### config.mk
export PLATFORM = sky130hd
export DESIGN_NAME = program_loader_flat
export DESIGN_NICKNAME = d
export VERILOG_FILES = /design/src/rtl/program_loader_if.sv /design/src/rtl/program_loader.sv /design/src/flat_wrapper.sv
export SDC_FILE = /design/constraint.sdc
export NUM_CORES = 1
export LEC_CHECK = 0
export ABC_AREA = 1
export BUFFER_PORTS_ARGS = -buffer_cell sky130_fd_sc_hd__buf_2
export CAP_MARGIN = 20
export CORE_MARGIN = 3
export CORE_UTILIZATION = 55
export CTS_CLUSTER_DIAMETER = 80
export DETAILED_ROUTE_END_ITERATION = 16
export PLACE_DENSITY_LB_ADDON = 0.1
export SYNTH_ARGS = -nofsm -noshare
export SYNTH_HDL_FRONTEND = slang
export SYNTH_SLANG_ARGS = --single-unit
### constraint.sdc
create_clock -name clk -period 4.2 [get_ports clk]
set_input_delay 0.42 -clock clk [delete_from_list [all_inputs] [get_ports clk]]
set_output_delay 0.42 -clock clk [all_outputs]
set_load 0.01 [all_outputs]
### src/rtl/program_loader_if.sv
`default_nettype none
// ---------------------------------------------------------------------------
// program_loader_if : byte-stream input and instruction-memory write bus
// Revision 1.0
// ---------------------------------------------------------------------------
interface program_loader_if;
  logic        start;
  logic [7:0]  in_data;
  logic        in_valid;
  logic        in_ready;
  logic        mem_we;
  logic [15:0] mem_addr;
  logic [15:0] mem_wdata;
  logic        busy;
  logic        cpu_hold;
  logic        done;
  logic        error;

  // master = host / stream source side, slave = loader side
  modport master (
    output start, in_data, in_valid,
    input  in_ready, mem_we, mem_addr, mem_wdata, busy, cpu_hold, done, error
  );

  modport slave (
    input  start, in_data, in_valid,
    output in_ready, mem_we, mem_addr, mem_wdata, busy, cpu_hold, done, error
  );
endinterface
`default_nettype wire

### src/rtl/program_loader.sv
`default_nettype none
// ---------------------------------------------------------------------------
// program_loader : parses a length/payload/XOR-checksum byte stream and writes
// big-endian 16-bit words into instruction memory from BASE_ADDR.
// Revision 1.0
// ---------------------------------------------------------------------------
module program_loader #(
  parameter logic [15:0] BASE_ADDR = 16'h0000
) (
  input  wire logic       clk,
  input  wire logic       rst,
  program_loader_if.slave bus
);

  typedef enum logic [2:0] {
    S_IDLE    = 3'd0,
    S_LEN_HI  = 3'd1,
    S_LEN_LO  = 3'd2,
    S_DATA_HI = 3'd3,
    S_DATA_LO = 3'd4,
    S_CSUM    = 3'd5,
    S_DONE    = 3'd6,
    S_ERR     = 3'd7
  } state_t;

  state_t      state, state_nxt;
  logic [15:0] count, count_nxt;
  logic [15:0] index, index_nxt;
  logic [7:0]  hold, hold_nxt;
  logic [7:0]  acc, acc_nxt;
  logic        we, we_nxt;
  logic [15:0] addr, addr_nxt;
  logic [15:0] wdata, wdata_nxt;
  logic        done_r, done_nxt;
  logic        error_r, error_nxt;

  logic        loading;
  logic        accept;
  logic [15:0] index_inc;
  logic [15:0] len_word;

  assign loading   = (state == S_LEN_HI) || (state == S_LEN_LO) ||
                     (state == S_DATA_HI) || (state == S_DATA_LO) ||
                     (state == S_CSUM);
  assign accept    = bus.in_valid && loading;
  assign index_inc = index + 16'd1;
  assign len_word  = {count[15:8], bus.in_data};

  always_ff @(posedge clk) begin
    if (rst) begin
      state   <= S_IDLE;
      count   <= 16'h0000;
      index   <= 16'h0000;
      hold    <= 8'h00;
      acc     <= 8'h00;
      we      <= 1'b0;
      addr    <= 16'h0000;
      wdata   <= 16'h0000;
      done_r  <= 1'b0;
      error_r <= 1'b0;
    end else begin
      state   <= state_nxt;
      count   <= count_nxt;
      index   <= index_nxt;
      hold    <= hold_nxt;
      acc     <= acc_nxt;
      we      <= we_nxt;
      addr    <= addr_nxt;
      wdata   <= wdata_nxt;
      done_r  <= done_nxt;
      error_r <= error_nxt;
    end
  end

  always_comb begin
    state_nxt = state;
    count_nxt = count;
    index_nxt = index;
    hold_nxt  = hold;
    acc_nxt   = acc;
    we_nxt    = 1'b0;
    addr_nxt  = addr;
    wdata_nxt = wdata;
    done_nxt  = done_r;
    error_nxt = error_r;

    case (state)
      S_IDLE, S_DONE, S_ERR: begin
        if (bus.start) begin
          done_nxt  = 1'b0;
          error_nxt = 1'b0;
          acc_nxt   = 8'h00;
          index_nxt = 16'h0000;
          count_nxt = 16'h0000;
          state_nxt = S_LEN_HI;
        end
      end
      S_LEN_HI: begin
        if (accept) begin
          count_nxt = {bus.in_data, count[7:0]};
          acc_nxt   = acc ^ bus.in_data;
          state_nxt = S_LEN_LO;
        end
      end
      S_LEN_LO: begin
        if (accept) begin
          count_nxt = len_word;
          acc_nxt   = acc ^ bus.in_data;
          state_nxt = (len_word != 16'h0000) ? S_DATA_HI : S_CSUM;
        end
      end
      S_DATA_HI: begin
        if (accept) begin
          hold_nxt  = bus.in_data;
          acc_nxt   = acc ^ bus.in_data;
          state_nxt = S_DATA_LO;
        end
      end
      S_DATA_LO: begin
        if (accept) begin
          // Address arithmetic is 16-bit so the image may wrap past 16'hFFFF.
          we_nxt    = 1'b1;
          wdata_nxt = {hold, bus.in_data};
          addr_nxt  = BASE_ADDR + index;
          index_nxt = index_inc;
          acc_nxt   = acc ^ bus.in_data;
          state_nxt = (index_inc == count) ? S_CSUM : S_DATA_HI;
        end
      end
      S_CSUM: begin
        if (accept) begin
          if (bus.in_data == acc) begin
            done_nxt  = 1'b1;
            state_nxt = S_DONE;
          end else begin
            error_nxt = 1'b1;
            state_nxt = S_ERR;
          end
        end
      end
      default: state_nxt = S_IDLE;
    endcase
  end

  assign bus.in_ready  = loading;
  assign bus.busy      = loading;
  assign bus.cpu_hold  = loading;
  assign bus.mem_we    = we;
  assign bus.mem_addr  = addr;
  assign bus.mem_wdata = wdata;
  assign bus.done      = done_r;
  assign bus.error     = error_r;

endmodule
`default_nettype wire

### src/flat_wrapper.sv
// flat-port wrapper written by rule: the top's interface ports become plain ports
module program_loader_flat 
#(
  parameter logic [15:0] BASE_ADDR = 16'h0000
)
  (clk, rst, bus_start, bus_in_data, bus_in_valid, bus_in_ready, bus_mem_we, bus_mem_addr, bus_mem_wdata, bus_busy, bus_cpu_hold, bus_done, bus_error);
  program_loader_if bus_i ();
  input  wire logic clk;
  input  wire logic rst;
  input wire logic [$bits(bus_i.start)-1:0] bus_start;
  input wire logic [$bits(bus_i.in_data)-1:0] bus_in_data;
  input wire logic [$bits(bus_i.in_valid)-1:0] bus_in_valid;
  output wire logic [$bits(bus_i.in_ready)-1:0] bus_in_ready;
  output wire logic [$bits(bus_i.mem_we)-1:0] bus_mem_we;
  output wire logic [$bits(bus_i.mem_addr)-1:0] bus_mem_addr;
  output wire logic [$bits(bus_i.mem_wdata)-1:0] bus_mem_wdata;
  output wire logic [$bits(bus_i.busy)-1:0] bus_busy;
  output wire logic [$bits(bus_i.cpu_hold)-1:0] bus_cpu_hold;
  output wire logic [$bits(bus_i.done)-1:0] bus_done;
  output wire logic [$bits(bus_i.error)-1:0] bus_error;
  assign bus_i.start = bus_start;
  assign bus_i.in_data = bus_in_data;
  assign bus_i.in_valid = bus_in_valid;
  assign bus_in_ready = bus_i.in_ready;
  assign bus_mem_we = bus_i.mem_we;
  assign bus_mem_addr = bus_i.mem_addr;
  assign bus_mem_wdata = bus_i.mem_wdata;
  assign bus_busy = bus_i.busy;
  assign bus_cpu_hold = bus_i.cpu_hold;
  assign bus_done = bus_i.done;
  assign bus_error = bus_i.error;
  program_loader #(.BASE_ADDR(BASE_ADDR)) u_core (.clk(clk), .rst(rst), .bus(bus_i));
endmodule
==> flow_summary.json, run 1 <==
{
  "reg2reg_depth": 9,
  "wl_per_cell_um": 14.3,
  "numPortBuffers": 49,
  "hold_buffers": 0,
  "clk_pin_slew_ns": 0.09,
  "ctsResizeCount": 0,
  "drive_above_1_share": 0.140,
  "instances_no_fill": 704,
  "crit_start": "u_core.state[1]",
  "cp.required_ns": 4.40,
  "ir_worst_vdd_mv": 0.248,
  "grt_start_max_net_pins": 65,
  "synthTopCellsByArea": "dfxtp_1 (43%), nand2_1 (10%), a21oi_1 (8.1%)",
  "hold_path_class": "in2reg",
  "htree_levels": 3,
  "period_needed_ns": 2.32,
  "yosys.area.top_type_share": 0.427,
  "drcViolationCount": 0,
  "synth_edf_count": 0,
  "yosysTopAreaCell": "dfxtp_1",
  "grt_pass1_wl_um": 17000,
  "core_sq_um": 6940,
  "slew_headroom": 0.386,
  "synthFlopType": "dfxtp_1",
  "path_max_fanout": 14,
  "async_flop_share": 0,
  "rows": 30,
  "die_height_um": 91.6,
  "num_antenna_cells": 0,
  "antenna_found_initial": 0,
  "gr-total-overflow": 0,
  "p_clk_frac": 0.370,
  "grt_pass1_vias": 3532,
  "finalCritPeriodShare": 0.553,
  "critPathCapture": "u_core.count[4]",
  "ys_ff_latch": 86,
  "die_x_um": 91.6,
  "syn_to_final_growth_pct": 12.4,
  "finalNetCount": 616,
  "tightest_slew_ns": 0.918,
  "synth_cell_types": 34,
  "hold_depth": 3,
  "synth_common_cells": "nand2_1 (109), dfxtp_1 (86), a21oi_1 (65), inv_1 (60), nor2_1 (49)",
  "dp_hpwl_um": 7050,
  "gp_congestion": 0.943,
  "max_freq_mhz": 430,
  "sw_frac_of_total": 0.287,
  "io_pins": 50,
  "intPower_mw": 1.26,
  "p_leak_nw": 1.93,
  "slew_violations": 0,
  "max-clock-path-buffers": 2,
  "syn-num-nets": 578,
  "rsz0062_at_grt": "false",
  "crit_type": "reg2reg",
  "drt-initial-drc-count": 242,
  "yosysMostFrequentCell": "nand2_1",
  "cts_tree": "yes",
  "p_total_mw": 1.77,
  "setup-violations-final": 0,
  "tns_ns": 0,
  "postSynthAreaPerCell_sq_um": 7.14,
  "vias": 3856,
  "start_kind": "flip-flop",
  "insertion_delay_ns": 0.36,
  "cts-root-buf": "clkbuf_8",
  "seqPwrFrac": 0.487,
  "yosysWarnings": 0,
  "hold_viol": 0,
  "dp.cells": 687,
  "pwr-share-comb": 0.142,
  "powerDensity_nw_per_um2": 391,
  "dieArea_sq_um": 8400,
  "finClkSkew_ns": 0.00943,
  "vias_per_cell": 5.48,
  "netlist_instances": 565,
  "numClockSinks": 86,
  "p_sw_mw": 0.509,
  "reg2reg_to": "u_core.count[4]",
  "crit_arrival_ns": 2.52,
  "track_usage": 0.250,
  "post_cts_buffers": 0,
  "ff2ff_setup_slack_ns": 1.88,
  "initial_core_util": 0.581,
  "netlist_area_sq_um": 4030,
  "maxCapViolCount": 0,
  "r2r_start": "u_core.state[1]",
  "cts_buffers": 9,
  "wl_um": 10100,
  "outcome": "complete, no violations",
  "first_pass_iters": 4,
  "ant_nets": 0,
  "worstSetupEndpointType": "flip-flop",
  "yosysSeqAreaShare": 0.427
}
## power groups by stage
| stage | Clock, mW | Sequential, mW | Combinational [mW] |
|---|---|---|---|
| floorplan | 0 | 0.880 | 0.196 |
| detailed placement | 0 | 0.882 | 0.247 |
| global placement | 0 | 0.881 | 0.243 |
| finish | 0.656 | 0.864 | 0.252 |
| global route | 0.704 | 0.868 | 0.282 |
| CTS | 0.674 | 0.863 | 0.249 |
## per-stage QoR
| stage | hold WS (ns) | util | setup slack [ns] | instance area [sq um] |
|---|---|---|---|---|
| 6_report | 0.389 | 0.653 | 1.88 | 4540 |
| 5_1_grt | 0.391 | 0.653 | 1.63 | 4540 |
| 4_1_cts | 0.370 | 0.651 | 1.89 | 4520 |
| 3_5_place_dp | 0.467 | 0.618 | 1.90 | 4290 |
| 3_3_place_gp | 0.463 | 0.618 | 1.95 | 4290 |
| 2_1_floorplan | 0.450 | - | 2.35 | 4030 |
## worst max-delay path: stages (launching register included)
cell      delay (ns)
dfxtp_1         0.43
inv_2           0.06
nor2_1          0.26
inv_1           0.07
nor2_1          0.57
inv_1           0.15
nand2_1         0.21
nand2_4         0.14
a21oi_1         0.20
a211oi_1        0.07
## area by class of cell
cell class / count / area, sq um
Multi-Input combinational cell: 393 / 1970
Tap cell: 96 / 120
Fill cell: 640 / 2410
Sequential cell: 86 / 1720
Timing Repair Buffer: 51 / 268
Inverter: 62 / 233
Clock buffer: 9 / 124
Clock inverter: 7 / 103
## how the worst min path moves through the flow
stage / startpoint / to / slack [ns]
2_1_floorplan: u_core.hold[2] / u_core.bus.mem_wdata[10] / 0.45
3_3_place_gp: u_core.acc[0] / u_core.acc[0] / 0.46
3_5_place_dp: u_core.acc[5] / u_core.acc[5] / 0.47
4_1_cts: bus_in_data[0] / u_core.count[0] / 0.37
5_1_grt: bus_in_data[1] / u_core.count[1] / 0.39
6_report: bus_in_data[0] / u_core.count[0] / 0.39
## cells by family after synthesis
kind of cell,count (synthesis),share of synthesized area
compound gates,133,0.181
buf+inv,86,0.0868
flops,86,0.427
simple gates,249,0.281
fa+ha+maj,1,0.00310
xor+xnor,10,0.0217
## cell usage in the layout (no fill, tap or decap), drive strengths merged
| cell type | instances |
|---|---|
| inv | 65 |
| nand3 | 47 |
| o22ai | 8 |
| xor2 | 9 |
| a31oi | 4 |
| nor2 | 57 |
| nor4 | 3 |
| clkinv | 1 |
| bufinv | 2 |
| clkinvlp | 1 |
| o21a | 1 |
| buf | 51 |
| nor3 | 6 |
| or2 | 1 |
| dfxtp | 86 |
| o211a | 1 |
| a21oi | 66 |
| clkbuf | 9 |
| o31ai | 1 |
| nand4 | 23 |
| ha | 1 |
| xnor2 | 1 |
| a211oi | 9 |
| o21ai | 43 |
| nand2 | 112 |
## registers in the layout (all words and copies together) (netlist names), 3 cells and up
signal / flops
u_core.state: 3
u_core.bus.mem_wdata: 16
u_core.index: 16
u_core.bus.mem_addr: 16
u_core.acc: 8
u_core.hold: 8
u_core.count: 16
## routing by layer
layer / wire (um) / track usage
met5: 0 / 0
met4: 237 / 0.0905
met3: 526 / 0.0566
met2: 4740 / 0.399
met1: 4560 / 0.331
Power figures use the tool's default switching activity.
==> inputs of run 2 (changes only) <==
Clock period 4.2 ns to 2.3 ns, I/O delays scaled along.
==> flow_summary.json, run 2 (same netlist as run 1, synthesis figures left out) <==
{
  "ir_worst_vdd_mv": 0.410,
  "pwr-share-comb": 0.151,
  "p_total_mw": 3.07,
  "max-clock-path-buffers": 2,
  "crit_type": "reg2reg",
  "wl_per_cell_um": 14.3,
  "reg2reg_to": "u_core.acc[1]",
  "vias": 3917,
  "dieArea_sq_um": 8400,
  "path_cells": "inv_2 > nand2_2 > nor2_1 > nor3_4 > nand2_2 > nand2_1 > inv_1 > o21ai_2 > nand2_1 > a21oi_1",
  "grt_pass1_wl_um": 16800,
  "instances_no_fill": 711,
  "ctsResizeCount": 0,
  "first_pass_iters": 5,
  "track_usage": 0.245,
  "path_buf_inv": 2,
  "grt_pass1_vias": 3542,
  "hold_depth": 3,
  "worstSetupEndpointType": "flip-flop",
  "path_max_fanout": 11,
  "hold_viol": 0,
  "dp_hpwl_um": 7090,
  "cp_slowest_stage_delay_ns": 0.43,
  "crit_path_top_delay_cell": "dfxtp_1",
  "setup-violations-final": 0,
  "r2r_start": "u_core.state[1]",
  "powerDensity_nw_per_um2": 675,
  "die_height_um": 91.6,
  "cp.required_ns": 2.59,
  "cts_buffers": 9,
  "mostFrequentLayoutCells": "nand2_1 (109), dfxtp_1 (84), a21oi_1 (65)",
  "p_clk_frac": 0.336,
  "p_leak_nw": 1.94,
  "finClkSkew_ns": 0.00650,
  "crit_arrival_ns": 2.38,
  "io_pins": 50,
  "grt_start_max_net_pins": 45,
  "final_area_sq_um": 4550,
  "hold_path_class": "in2reg",
  "post_cts_buffers": 0,
  "reg2reg_depth": 10,
  "dp.cells": 694,
  "numPortBuffers": 49,
  "finalCritPeriodShare": 0.910,
  "num_antenna_cells": 0,
  "rows": 30,
  "gr-total-overflow": 0,
  "seqPwrFrac": 0.513,
  "cts-root-buf": "clkbuf_8",
  "htree_levels": 3,
  "ff2ff_setup_slack_ns": 0.21,
  "maxCapViolCount": 0,
  "clk_pin_slew_ns": 0.09,
  "cts_tree": "yes",
  "max_freq_mhz": 478,
  "drive_above_1_share": 0.153,
  "p_sw_mw": 0.971,
  "tightest_slew_ns": 0.475,
  "wl_um": 10200,
  "core_sq_um": 6940,
  "die_x_um": 91.6,
  "numClockSinks": 86,
  "layout.cells.most_common": "nand2_1",
  "whs_ns": 0.194,
  "min_from": "bus_in_data[0]",
  "gp_congestion": 0.932,
  "critPathTopFamily": "simple AND/OR/NAND/NOR gates",
  "start_kind": "flip-flop",
  "drt-initial-drc-count": 218,
  "fillers": 635,
  "outcome": "complete, no violations",
  "intPower_mw": 2.10,
  "slew_headroom": 0.684,
  "drcViolationCount": 0,
  "syn_to_final_growth_pct": 12.9,
  "sw_frac_of_total": 0.316,
  "dpl-instance-area_sq_um": 4350,
  "period_needed_ns": 2.09,
  "initial_core_util": 0.581,
  "slew_violations": 0,
  "vias_per_cell": 5.51,
  "tns_ns": 0,
  "antenna_found_initial": 0,
  "ant_nets": 0,
  "holdPathEnd": "u_core.count[0]",
  "rsz0062_at_grt": "false",
  "hold_buffers": 0,
  "finalNetCount": 623,
  "insertion_delay_ns": 0.36
}
-- run 2: cell types whose count changed in the layout (fill, tap and decap cells not counted), sizes merged --
| cell | previous run | this run |
|---|---|---|
| buf | 51 | 57 |
| bufinv | 2 | 0 |
| clkinvlp | 1 | 2 |
| inv | 65 | 66 |
| nor2 | 57 | 58 |
-- run 2: power by group through the flow --
stage | clock network, mW | registers (mW) | logic (mW)
6_report | 1.03 | 1.58 | 0.464
5_1_grt | 1.11 | 1.58 | 0.516
4_1_cts | 1.05 | 1.58 | 0.456
3_5_place_dp | 0 | 1.61 | 0.452
3_3_place_gp | 0 | 1.61 | 0.447
2_1_floorplan | 0 | 1.61 | 0.358
-- run 2: layer usage --
metal | vias up | GRT usage | share of wire | routed length [um]
met5 | - | 0 | 0 | 0
met4 | 0 | 0.121 | 0.030 | 308
met3 | 25 | 0.0377 | 0.073 | 737
met2 | 169 | 0.377 | 0.45 | 4560
met1 | 1737 | 0.335 | 0.45 | 4550
li1 | 1986 | - | - | -
-- run 2: tightest hold or removal path, stage by stage --
cell and delay (ns):
buf_2 0.13, nand4_1 0.09, a21oi_1 0.06
-- run 2: worst max path at each step --
stage,cells past startpoint,slack [ns],start,end
2_1_floorplan,14,0.45,u_core.index[0],u_core.state[1]
6_report,10,0.21,u_core.state[1],u_core.acc[1]
5_1_grt,10,0.0008,u_core.state[1],u_core.acc[2]
4_1_cts,14,0.15,u_core.index[0],u_core.state[1]
3_5_place_dp,14,0.18,u_core.index[0],u_core.state[1]
3_3_place_gp,14,0.28,u_core.index[0],u_core.state[1]
-- run 2: metrics by stage --
step                      setup slack (ns)   util
final                                0.207  0.656
after global placement               0.276  0.626
after floorplan                      0.454      -
after detailed placement             0.184  0.626
after global routing              0.000804  0.656
after CTS                            0.148  0.653
-- run 2: area by class of cell --
type                            instances  area (sq um)  area share
Clock buffer                            9           124      0.0272
Timing Repair Buffer                   57           305      0.0671
Clock inverter                          7          63.8      0.0140
Multi-Input combinational cell        394          1980       0.436
Tap cell                               96           120      0.0264
Sequential cell                        86          1720       0.379
Inverter                               62           233      0.0511
